$ cat src/rtl/fb_arbiter.sv
// Single-port frame-buffer arbiter: display > clear engine > paint write > eyedropper,
// with a clear-screen engine that fills every word with one latched colour.
module fb_arbiter #(
    parameter int DEPTH = 19200,
    parameter int AW    = 15,
    parameter int DW    = 12
) (
    input  logic          clk,
    input  logic          reset,
    input  logic          disp_req,
    input  logic [AW-1:0] disp_addr,
    output logic [DW-1:0] disp_rdata,
    output logic          disp_rvalid,
    input  logic          pw_valid,
    output logic          pw_ready,
    input  logic [AW-1:0] pw_addr,
    input  logic [DW-1:0] pw_data,
    input  logic          er_valid,
    output logic          er_ready,
    input  logic [AW-1:0] er_addr,
    output logic [DW-1:0] er_rdata,
    output logic          er_rvalid,
    input  logic          clr_start,
    input  logic [DW-1:0] clr_color,
    output logic          clr_busy,
    output logic          clr_done,
    output logic          ram_we,
    output logic [AW-1:0] ram_a,
    output logic [DW-1:0] ram_wd,
    input  logic [DW-1:0] ram_rd
);

    localparam logic [AW-1:0] LAST = AW'(DEPTH - 1);

    typedef enum logic {
        IDLE,
        CLEAR
    } state_t;

    state_t        state, state_next;
    logic [AW-1:0] clr_ptr;
    logic [DW-1:0] clr_col;
    logic          clr_own;
    logic          clr_last;
    logic          disp_oor;
    logic          er_oor;

    function automatic logic in_range(input logic [AW-1:0] a);
        return a <= LAST;
    endfunction

    assign clr_busy   = (state == CLEAR);
    assign clr_last   = (clr_ptr == LAST);
    // Out-of-range reads return zero while their rvalid is high.
    assign disp_rdata = disp_oor ? '0 : ram_rd;
    assign er_rdata   = er_oor   ? '0 : ram_rd;

    // NOTE: every output of this block gets a default first, so no path can infer a latch.
    always_comb begin
        state_next = state;
        clr_own    = 1'b0;
        pw_ready   = 1'b0;
        er_ready   = 1'b0;
        ram_we     = 1'b0;
        ram_a      = '0;
        ram_wd     = '0;

        if (disp_req) begin
            ram_a = disp_addr;
        end else if (reset) begin
            // Reset holds every non-display requester off the port.
        end else if (clr_busy) begin
            clr_own = 1'b1;
            ram_we  = 1'b1;
            ram_a   = clr_ptr;
            ram_wd  = clr_col;
        end else if (pw_valid) begin
            pw_ready = 1'b1;
            ram_we   = in_range(pw_addr);
            ram_a    = pw_addr;
            ram_wd   = pw_data;
        end else if (er_valid) begin
            er_ready = 1'b1;
            ram_a    = er_addr;
        end

        case (state)
            IDLE:    if (clr_start) state_next = CLEAR;
            CLEAR:   if (clr_own && clr_last) state_next = IDLE;
            default: state_next = IDLE;
        endcase
    end

    // NOTE: sequential state uses non-blocking assignments so all registers update together.
    always_ff @(posedge clk) begin
        if (reset) state <= IDLE;
        else       state <= state_next;
    end

    always_ff @(posedge clk) begin
        if (reset) begin
            clr_ptr     <= '0;
            clr_col     <= '0;
            clr_done    <= 1'b0;
            disp_rvalid <= 1'b0;
            disp_oor    <= 1'b0;
            er_rvalid   <= 1'b0;
            er_oor      <= 1'b0;
        end else begin
            clr_done    <= clr_own && clr_last;
            disp_rvalid <= disp_req;
            disp_oor    <= disp_req && !in_range(disp_addr);
            er_rvalid   <= er_ready;
            er_oor      <= er_ready && !in_range(er_addr);
            if (state == IDLE && clr_start) begin
                clr_col <= clr_color;
                clr_ptr <= '0;
            end else if (clr_own) begin
                clr_ptr <= clr_ptr + AW'(1);
            end
        end
    end

endmodule

$ cat config.mk
export PLATFORM = sky130hd
export DESIGN_NAME = fb_arbiter
export DESIGN_NICKNAME = d
export VERILOG_FILES = /design/src/rtl/fb_arbiter.sv
export SDC_FILE = /design/constraint.sdc
export NUM_CORES = 1
export LEC_CHECK = 0
export BUFFER_PORTS_ARGS = -buffer_cell sky130_fd_sc_hd__buf_4
export CAP_MARGIN = 20
export CORE_MARGIN = 4
export CORE_UTILIZATION = 41
export DETAILED_ROUTE_END_ITERATION = 6
export PLACE_DENSITY = 0.79
export RECOVER_POWER = 50
export SLEW_MARGIN = 20
export SYNTH_ARGS = -nofsm -noshare
export SYNTH_HDL_FRONTEND = slang
export SYNTH_SLANG_ARGS = --single-unit
$ cat constraint.sdc
create_clock -name clk -period 2.05 [get_ports clk]
set_input_delay 0.1025 -clock clk [delete_from_list [all_inputs] [get_ports clk]]
set_output_delay 0.1025 -clock clk [all_outputs]
set_load 0.1 [all_outputs]
; ---- Yosys cells after proc, flatten, opt, wreduce, memory -nomap -nowiden
; Index checks and enable logic that the tools add are counted.
[totals]
register_bits = 33
word_cells = 51
output_inout_bits = 58
inputBits = 87
[classes]
bitwise = 1
n_reduce_logical = 7
eq_ne = 1
magnitude_cmp = 3
muxes = 30
n_addsub = 1
[op_table]
columns = cell, n
row1 = 2-to-1 mux 15 bit, 5
row2 = 2-to-1 mux 12 bit, 6
row3 = "less-or-equal comparator 15 bit, second input constant", 3
row4 = 2-to-1 mux 1 bit, 18
row5 = "adder 15 x 1 -> 15 bit, second input constant", 1
row6 = "== test 15 bit, second input constant", 1
row7 = logical AND 1 bit, 4
row8 = zero test 1 bit, 2
row9 = case mux 1 bit (2 select lines), 1
row10 = OR reduction 2 bit, 1
row11 = NOT 1 bit, 1

; ---- Longest topological paths before layout
; Gate-level depths: netlist of run 1.
[logic_depth]
depth_word = 6
ltp_mapped = 7
depth_no_buf = 5

; ---- Least setup slack after synthesis of run 1
; Ideal clock, no wire load.
[synth_timing]
path_type = reg2out
startpoint = register state, in the netlist clr_busy
endpoint = output port ram_wd[10]
arrival_ps = 2688
path_buffers = 3
slack_ps = -741
path_stages_with_launch = 6
t_required_ps = 1947
cell_sequence = dfxtp_1 > clkbuf_1 > and2_1 > clkbuf_1 > buf_2 > a22o_1
[synth_between]
elab_chain_cells = 3
[synth_lines]
columns = element, line
row1 = "start, declared", 40  ; state_t state, state_next;
row2 = "start signal, assigned", 97  ; else state <= state_next;
row3 = 2-to-1 mux 12 bit, 72  ; end else if (clr_busy) begin
row4 = 2-to-1 mux 12 bit, 70  ; end else if (reset) begin
row5 = 2-to-1 mux 12 bit, 68  ; if (disp_req) begin
row6 = "end, declared", 29  ; output logic [DW-1:0] ram_wd,
; No other way between the ends.

; ---- Worst setup path in the final report of run 1
[layout_timing]
startpoint = register state, in the netlist clr_busy
endpoint = output port ram_a[2]
[layout_between]
elab_chain_cells = 3
[layout_lines]
columns = element, line
row1 = 2-to-1 mux 15 bit, 72
row2 = 2-to-1 mux 15 bit, 70
row3 = 2-to-1 mux 15 bit, 68
row4 = "end, declared", 28  ; output logic [AW-1:0] ram_a,
; No other way between the ends.

==> results of run 1 <==
[path summary, 6_finish.rpt]
check                                        startpoint                       end  slack [ns]  cells past startpoint
worst max register to register  clr_ptr[0]$_SDFFE_PP0P_  clr_ptr[10]$_SDFFE_PP0P_        0.28                      5
worst min-delay path                      clr_color[10]  clr_col[10]$_SDFFE_PP0P_        0.07                      3
worst min register to register  clr_col[0]$_SDFFE_PP0P_   clr_col[0]$_SDFFE_PP0P_        0.46                      2
worst max-delay path                clr_busy$_SDFF_PP0_                  ram_a[2]        0.17                      5
[registers in the layout, indices dropped and copies added (netlist names)]
signal	flops
clr_busy	1
clr_col	12
clr_done	1
clr_ptr	15
disp_oor	1
disp_rvalid	1
er_oor	1
er_rvalid	1
[Yosys cell counts, drive strengths merged]
cell    count
a21oi      24
a221o      11
a221oi      2
a22o       14
a22oi       2
a31o        1
and2        2
and3        2
and3b       2
and4        1
and4bb      2
buf         6
clkbuf     12
dfxtp      33
ha          1
inv         3
mux2i       1
nand2      54
nand2b      2
nand3       5
nand4       5
nor2       13
nor2b      31
nor3        1
nor3b       1
nor4b       1
o21ai      14
o311a       2
o31ai       5
or3         2
or4         4
xnor2       3
xor2        5
[cell usage in the layout (no fill, tap or decap), types with 7 or more instances in the layout]
master    netlist  routed
buf_4           0     127
nand2_1        54      52
dfxtp_1        33      32
nor2b_1        31      31
a21oi_1        24      24
clkbuf_2        0      21
o21ai_0        14      14
nor2_1         13      13
a221o_2         0      10
a22o_4          0       8
clkbuf_8        0       7
[logic make-up after synthesis]
kind of cell / count (synthesis) / share of synthesized area
AO/OA/AOI/OAI: 75 / 0.258
adder cells (fa/ha/maj): 1 / 0.00618
flip-flops: 33 / 0.326
XOR/XNOR: 8 / 0.0346
buffers and inverters: 21 / 0.0420
AND/OR/NAND/NOR: 128 / 0.329
multiplexers: 1 / 0.00494
[power by group]
group	total, mW	internal [mW]	switching, mW	leakage, nW
combinational	0.868	0.245	0.623	1.20
sequential	0.679	0.659	0.0201	0.269
clock	0.543	0.303	0.240	0.0542
[through the flow]
step / worst slack, ns / instances / hold slack [ns] / total power [mW] / setup TNS [ns]
after floorplan: -0.0289 / 267 / 0.234 / 1.31 / -0.0502
after global placement: 0.396 / 469 / 0.352 / 1.58 / 0
after detailed placement: 0.303 / 469 / 0.358 / 1.58 / 0
after CTS: 0.155 / 477 / 0.0633 / 2.12 / 0
after global routing: 0.0667 / 477 / 0.0730 / 2.16 / 0
final: 0.169 / 477 / 0.0676 / 2.09 / 0
[per-layer routing]
| layer | GRT usage | wire length, um | vias to the layer above |
|---|---|---|---|
| met5 | 0 | 0 | - |
| met4 | 0.0577 | 86 | 0 |
| met3 | 0.0482 | 549 | 8 |
| met1 | 0.288 | 3030 | 1150 |
| met2 | 0.423 | 3810 | 104 |
| li1 | - | - | 1238 |
[critical path: cells and delay by family (launching register included)]
family,cells,cell delay (ns)
DFF,1,0.41
buffers and inverters,2,0.62
and+or+nand+nor,2,0.32
AOI/OAI and AO/OA,1,0.15
[cell type report]
cell class,count,area (um2)
repair buffers,153,1080
multi-input cells,213,1380
flip-flops and latches,33,664
inverters,3,11.3
clock inverters,1,5.00
fillers,444,1440
well taps,67,83.8
clock buffers,7,96.3
==> impl_metrics.py, run 1 <==
metrics = {
    "synth": {
        "yosys_warnings": 0,
        "syn_avg_cell_area_um2": 7.59,
        "synth.net_count": 355,
        "synthTopCellsByArea": "dfxtp_1, nand2_1, nor2b_1",
        "synth-seq-cells": 33,
        "synth.distinct_cells": 35,
        "synth_top_area_share": 0.326,
        "netlist_area_um2": 2030,
        "synth_seq_area_share": 0.326,
        "netlist_instances": 267,
        "yosys.area.top_type": "dfxtp_1",
    },
    "die": {
        "dieHeight_um": 78.3,
        "coreArea_um2": 4750,
        "die_w_um": 78.3,
        "start_util": 0.426,
        "pin_count": 145,
        "dieArea_um2": 6130,
        "rows": 25,
    },
    "sta": {
        "setup_viol": 0,
        "hold_violations": 0,
        "rsz0062_at_grt": "false",
        "finalClockSkew_ns": 0.00481,
        "fmax_mhz": 532,
        "fin_crit_sh": 0.917,
        "period_needed_ns": 1.88,
        "max_slew_margin": 0.212,
        "finalMaxSlewViolations": 0,
        "worst_pin_slew_ns": 1.19,
    },
    "clock_network": {
        "cts.sink_count": 33,
        "cts.path.max_buffers": 2,
        "insertion_delay_ns": 0.28,
        "post-cts-setup-buffers": 0,
        "clk_pin_slew_worst_paths_ns": 0.07,
        "cts_resized": 0,
        "cts_buffers": 5,
        "cts_root_buf": "clkbuf_8",
        "cts_hold_buf": 0,
        "htreeDepth": 2,
        "cts_tree": "built",
    },
    "routing": {
        "via_per_inst": 5.24,
        "drtIter0Drc": 122,
        "dr.pass1.iters": 4,
        "ant_nets": 0,
        "wl_per_cell_um": 15.7,
        "drt_wl_total_um": 7480,
        "drc": 0,
        "vias": 2500,
    },
    "placement": {
        "dpl.hpwl_um": 6120,
        "port_buffers": 144,
        "globalplace.congestion": 0.861,
        "placed_area_um2": 3290,
    },
    "run_status": {
        "status": "complete, no violations",
    },
    "worst_setup_path": {
        "path_class": "reg -> out",
        "worstPathArrival_ns": 1.78,
        "path_max_fanout": 20,
        "end_kind": "output port",
        "critical_path.cell_chain": "nor4b_4 -> buf_4 -> a22oi_1 -> nand2_2 -> buf_4",
        "cp.required_ns": 1.95,
        "worst_path_max_delay_cell": "dfxtp_4",
        "crit_path_max_incr_delay_ns": 0.41,
        "crit_path_frequent_cell": "buf_4",
        "critPathLaunchType": "register",
    },
    "cells_and_area": {
        "syn2layout_area_growth_pct": 63.9,
        "nNetsFinal": 497,
        "drive_above_1_share": 0.449,
        "fin_util": 0.698,
        "fin_area_um2": 3320,
        "diodes": 0,
    },
    "global_route": {
        "grt_remaining_overflow": 0,
        "first_global_vias": 2348,
        "antenna_found_initial": 0,
        "grt_pass1_wl_um": 11700,
        "grt_start_max_net_pins": 21,
        "track_usage": 0.236,
    },
    "min_path": {
        "hold_path.class": "in -> reg",
    },
    "power_and_ir_drop": {
        "powerDensity_nw_per_um2": 630,
        "vdd_drop_max_mv": 0.427,
        "leakage_nw": 1.52,
    },
    "run": {
        "max_cap_viol_count": 0,
    },
}
(Power assumes the default switching activity.)
==> run 2: changes to the inputs <==
REMOVE_ABC_BUFFERS = 1   (was default)
==> run 2 against run 1 <==
Net effect: setup slack worse by 0.023 ns; global-route usage grew 0.061 points; first-iteration DRC count shrank 23%; register-to-register slack improved by 0.03 ns; die area unchanged; final area shrank 2.1%; routed wire length down 1.8%; clock skew is 0.0017 ns higher; sequential share of layout area is 0.32 points higher.
==> impl_metrics.py, run 2 (synthesized netlist as in run 1, its figures left out) <==
metrics = {
    "run_status": {
        "status": "complete, no violations",
    },
    "placement": {
        "dp.cells": 472,
        "dpl.hpwl_um": 5940,
        "globalplace.congestion": 0.862,
        "port_buffers": 144,
    },
    "worst_setup_path": {
        "worst_path_max_delay_cell": "dfxtp_1",
        "critical_path.cell_chain": "buf_4 -> and3b_1 -> buf_4 -> a221o_1 -> buf_4",
        "path_class": "reg -> out",
        "rrSetupSlack_ns": 0.31,
        "path_max_fanout": 10,
        "cp.required_ns": 1.95,
        "worstPathArrival_ns": 1.80,
        "r2r_end": "clr_ptr[10]$_SDFFE_PP0P_",
        "rr_worst_depth": 5,
        "end_kind": "output port",
        "critPathLaunchType": "register",
        "crit_path_frequent_cell": "buf_4",
        "crit_path_max_incr_delay_ns": 0.39,
        "r2r_start": "clr_ptr[0]$_SDFFE_PP0P_",
    },
    "cells_and_area": {
        "largest_reg_flops": 15,
        "top_register": "clr_ptr",
        "top_regs": "clr_ptr: 15 flops, clr_col: 12 flops",
        "layout.cells.non_filler": 480,
        "drive_above_1_share": 0.395,
        "final_cell_mix": "buf_4, nand2_1, dfxtp_1",
        "nNetsFinal": 500,
        "syn2layout_area_growth_pct": 60.3,
        "diodes": 0,
        "num-fill-cells": 445,
        "final_common_cell": "buf_4",
    },
    "die": {
        "dieArea_um2": 6130,
        "rows": 25,
        "coreArea_um2": 4750,
        "start_util": 0.426,
        "die_w_um": 78.3,
        "dieHeight_um": 78.3,
        "pin_count": 145,
    },
    "power_and_ir_drop": {
        "power_mw": 2.16,
        "leakage_nw": 1.48,
        "vdd_drop_max_mv": 0.459,
        "p_int_mw": 1.29,
        "p_comb_frac": 0.399,
        "switching_share": 0.403,
        "powerDensity_nw_per_um2": 666,
        "pwr-share-clk": 0.290,
        "p_sw_mw": 0.872,
        "seq_power_share": 0.311,
    },
    "clock_network": {
        "clk_pin_slew_worst_paths_ns": 0.07,
        "cts_root_buf": "clkbuf_8",
        "cts_tree": "built",
        "cts.path.max_buffers": 2,
        "post-cts-setup-buffers": 0,
        "insertion_delay_ns": 0.28,
        "cts_buffers": 5,
        "cts.sink_count": 33,
        "htreeDepth": 2,
    },
    "run": {
        "max_cap_viol_count": 0,
    },
    "routing": {
        "vias": 2526,
        "wl_met2_um": 3850,
        "dr.pass1.iters": 4,
        "drtIter0Drc": 94,
        "ant_nets": 0,
        "highest_layer": "met4",
        "met1Wirelength_um": 2880,
        "drc": 0,
        "drt_wl_total_um": 7350,
        "wl_per_cell_um": 15.3,
        "met3_length_um": 567,
        "via_per_inst": 5.26,
    },
    "min_path": {
        "whs_path_depth": 3,
        "hold_path.class": "in -> reg",
        "min_from": "clr_color[8]",
        "min_to": "clr_col[8]$_SDFFE_PP0P_",
    },
    "global_route": {
        "grt_pass1_wl_um": 11700,
        "grt_remaining_overflow": 0,
        "antenna_found_initial": 0,
        "track_usage": 0.237,
        "grt_start_max_net_pins": 27,
        "first_global_vias": 2442,
    },
    "sta": {
        "worst_pin_slew_ns": 1.22,
        "finalClockSkew_ns": 0.00648,
        "period_needed_ns": 1.90,
        "setup_viol": 0,
        "hold_ws_ns": 0.0675,
        "fin_crit_sh": 0.929,
        "rsz0062_at_grt": "false",
        "hold_violations": 0,
        "fmax_mhz": 525,
        "max_slew_margin": 0.193,
        "finalMaxSlewViolations": 0,
    },
}
-- run 2: worst max path at each step --
stage,from,endpoint,slack [ns]
floorplan,clr_busy$_SDFF_PP0_,ram_a[10],-2.72
global placement,reset,ram_wd[8],0.38
detailed placement,reset,ram_wd[8],0.32
CTS,clr_busy$_SDFF_PP0_,ram_wd[8],0.12
global route,disp_req,ram_a[4],0.03
finish,clr_busy$_SDFF_PP0_,ram_a[13],0.15
-- run 2: through the flow --
step	setup TNS, ns	setup slack (ns)	utilization	cell area [um2]
global placement	0	0.377	0.676	3220
finish	0	0.146	0.683	3250
detailed placement	0	0.317	0.676	3220
global route	0	0.0251	0.683	3250
floorplan	-70.11	-2.72	-	1950
CTS	0	0.122	0.701	3330
-- run 2: layout make-up --
class                      count  area [um2]  share of cell area
timing repair buffer         156        1090               0.334
clock buffer                   7        86.3              0.0266
multi-input combinational    213        1290               0.397
inverter                       3        11.3             0.00347
tap                           67        83.8              0.0258
sequential                    33         661               0.203
clock inverter                 1        30.0             0.00924
-- run 2: layer usage --
layer	vias up	GRT usage
met1	1172	0.265
met2	98	0.443
met4	0	0.0472
li1	1251	-
met5	-	0
met3	5	0.0665
-- run 2: worst max-delay path: cells and delay by family (launching register included) --
family	cells	cell delay, ns
buf+inv	3	0.60
flops	1	0.39
compound gates	1	0.31
simple gates	1	0.21
-- run 2: repair_timing --
item,CTS,global route
hold buffers,0,0
endpoints found under the hold margin,0,0
gates resized for setup,0,1
setup endpoints to repair,0,2
-- run 2: power by group through the flow --
stage / clock network (mW) / logic (mW) / registers, mW
CTS: 0.637 / 0.889 / 0.673
finish: 0.628 / 0.862 / 0.673
detailed placement: 0 / 0.888 / 0.688
global placement: 0 / 0.881 / 0.687
floorplan: 0 / 0.570 / 0.707
global route: 0.675 / 0.901 / 0.676
==> run 3: changes to the inputs <==
CELL_PAD_IN_SITES_DETAIL_PLACEMENT = 0   (was default)
CELL_PAD_IN_SITES_GLOBAL_PLACEMENT = 1   (was default)
CORE_UTILIZATION = 27   (was 41)
==> run 3 against run 2 <==
Net effect: fmax increased by 0.87%; clock power about the same; routed wire length rose by 1.9%; largest power group unchanged; sequential cell count is the same; hold slack got worse by 0.0015 ns; register-to-register slack got worse by 0.11 ns; sequential share of layout area barely moved; first-iteration DRC count is 22% higher; non-clock buffer count is 3 lower; final area rose by 0.81%; critical path depth is the same.
==> impl_metrics.py, run 3 (synthesized netlist as in run 1, its figures left out) <==
metrics = {
    "placement": {
        "dpl.hpwl_um": 6000,
        "port_buffers": 144,
        "placed_area_um2": 3230,
        "dp_slack_ns": 0.224,
        "globalplace.congestion": 0.836,
    },
    "worst_setup_path": {
        "cp.required_ns": 1.95,
        "path_max_fanout": 14,
        "worstPathArrival_ns": 1.79,
        "path_class": "reg -> out",
        "crit_path_frequent_cell": "buf_4",
        "crit_buf_inv": 3,
        "crit_family": "buffers and inverters",
        "end_kind": "output port",
        "critical_path.cell_chain": "buf_4 -> and3b_1 -> buf_4 -> a221o_1 -> buf_4",
        "critPathLaunchType": "register",
        "crit_path_max_incr_delay_ns": 0.40,
        "worst_path_max_delay_cell": "dfxtp_4",
    },
    "cells_and_area": {
        "top_regs": "clr_ptr: 15 flops, clr_col: 12 flops",
        "diodes": 0,
        "largest_reg_flops": 15,
        "fin_area_um2": 3270,
        "final_cell_mix": "buf_4, nand2_1, dfxtp_1",
        "syn2layout_area_growth_pct": 61.6,
        "final_common_cell": "buf_4",
        "nNetsFinal": 497,
        "drive_above_1_share": 0.390,
        "top_register": "clr_ptr",
    },
    "routing": {
        "wl_per_cell_um": 14.7,
        "dr.pass1.iters": 4,
        "ant_nets": 0,
        "drc": 0,
        "vias": 2454,
        "via_per_inst": 4.82,
        "drt_wl_total_um": 7490,
        "drtIter0Drc": 115,
    },
    "sta": {
        "worst_pin_slew_ns": 1.20,
        "finalMaxSlewViolations": 0,
        "max_slew_margin": 0.202,
        "rsz0062_at_grt": "false",
        "setup_ws_ns": 0.162,
        "period_needed_ns": 1.89,
        "hold_ws_ns": 0.0660,
        "setup_viol": 0,
        "fin_tns_setup_ns": 0,
        "fmax_mhz": 530,
        "finalClockSkew_ns": 0.00427,
        "hold_violations": 0,
        "fin_crit_sh": 0.921,
    },
    "global_route": {
        "grt_remaining_overflow": 0,
        "antenna_found_initial": 0,
        "track_usage": 0.157,
        "grt_start_max_net_pins": 32,
        "first_global_vias": 2393,
        "grt_pass1_wl_um": 11300,
    },
    "die": {
        "rows": 31,
        "start_util": 0.279,
        "pin_count": 145,
        "coreArea_um2": 7250,
        "dieArea_um2": 8950,
        "dieHeight_um": 94.6,
        "die_w_um": 94.6,
    },
    "run_status": {
        "status": "complete, no violations",
    },
    "clock_network": {
        "clk_pin_slew_worst_paths_ns": 0.07,
        "cts_hold_buf": 0,
        "cts.path.max_buffers": 2,
        "htreeDepth": 2,
        "cts_tree": "built",
        "insertion_delay_ns": 0.28,
        "cts.sink_count": 33,
        "cts_root_buf": "clkbuf_8",
        "cts_buffers": 5,
    },
    "power_and_ir_drop": {
        "powerDensity_nw_per_um2": 659,
        "leakage_nw": 1.48,
        "vdd_drop_max_mv": 0.230,
    },
    "min_path": {
        "hold_path.class": "in -> reg",
    },
    "run": {
        "max_cap_viol_count": 0,
    },
}
-- run 3: tightest hold or removal path, delay by kind of cell --
| family | cells | cell delay, ns |
|---|---|---|
| buf+inv | 1 | 0.11 |
| simple gates | 1 | 0.05 |
| compound gates | 1 | 0.05 |
-- run 3: final timing paths --
| check | slack (ns) | to | start | cells past startpoint |
|---|---|---|---|---|
| worst min-delay path | 0.07 | clr_col[0]$_SDFFE_PP0P_ | clr_color[0] | 3 |
| worst max register to register | 0.20 | clr_ptr[10]$_SDFFE_PP0P_ | clr_ptr[1]$_SDFFE_PP0P_ | 5 |
| worst min register to register | 0.46 | clr_col[10]$_SDFFE_PP0P_ | clr_col[10]$_SDFFE_PP0P_ | 2 |
| worst max-delay path | 0.16 | ram_a[6] | clr_busy$_SDFF_PP0_ | 5 |
-- run 3: cell type report --
cell class | instances | area (um2)
Fill cell | 751 | 3980
Multi-Input combinational cell | 213 | 1280
Timing Repair Buffer | 153 | 1070
Sequential cell | 33 | 664
Tap cell | 99 | 124
Clock buffer | 7 | 86.3
Clock inverter | 1 | 30.0
Inverter | 3 | 11.3
-- run 3: what timing repair did --
| action | CTS | global route |
|---|---|---|
| setup buffers | 0 | 0 |
| resized for setup | 1 | 1 |
| gates cloned | 0 | 0 |
| setup endpoints to repair | 9 | 2 |
-- run 3: through the flow --
| stage | cells | power, mW | util |
|---|---|---|---|
| floorplan | 249 | 1.28 | - |
| global placement | 501 | 1.57 | 0.446 |
| detailed placement | 501 | 1.57 | 0.446 |
| CTS | 509 | 2.20 | 0.462 |
| global route | 509 | 2.25 | 0.451 |
| finish | 509 | 2.16 | 0.451 |
-- run 3: power breakdown --
group / internal (mW) / leakage [nW] / total [mW] / switching [mW]
registers: 0.659 / 0.269 / 0.673 / 0.0145
clock network: 0.396 / 0.0585 / 0.626 / 0.230
logic: 0.235 / 1.15 / 0.859 / 0.624
-- run 3: layer usage --
layer	wire length, um	part of all wire	GRT usage	up-vias
met1	3040	0.41	0.190	1116
met5	0	0	0	-
met4	88	0.012	0.0385	0
met2	3740	0.50	0.281	96
li1	-	-	-	1236
met3	622	0.083	0.0335	6
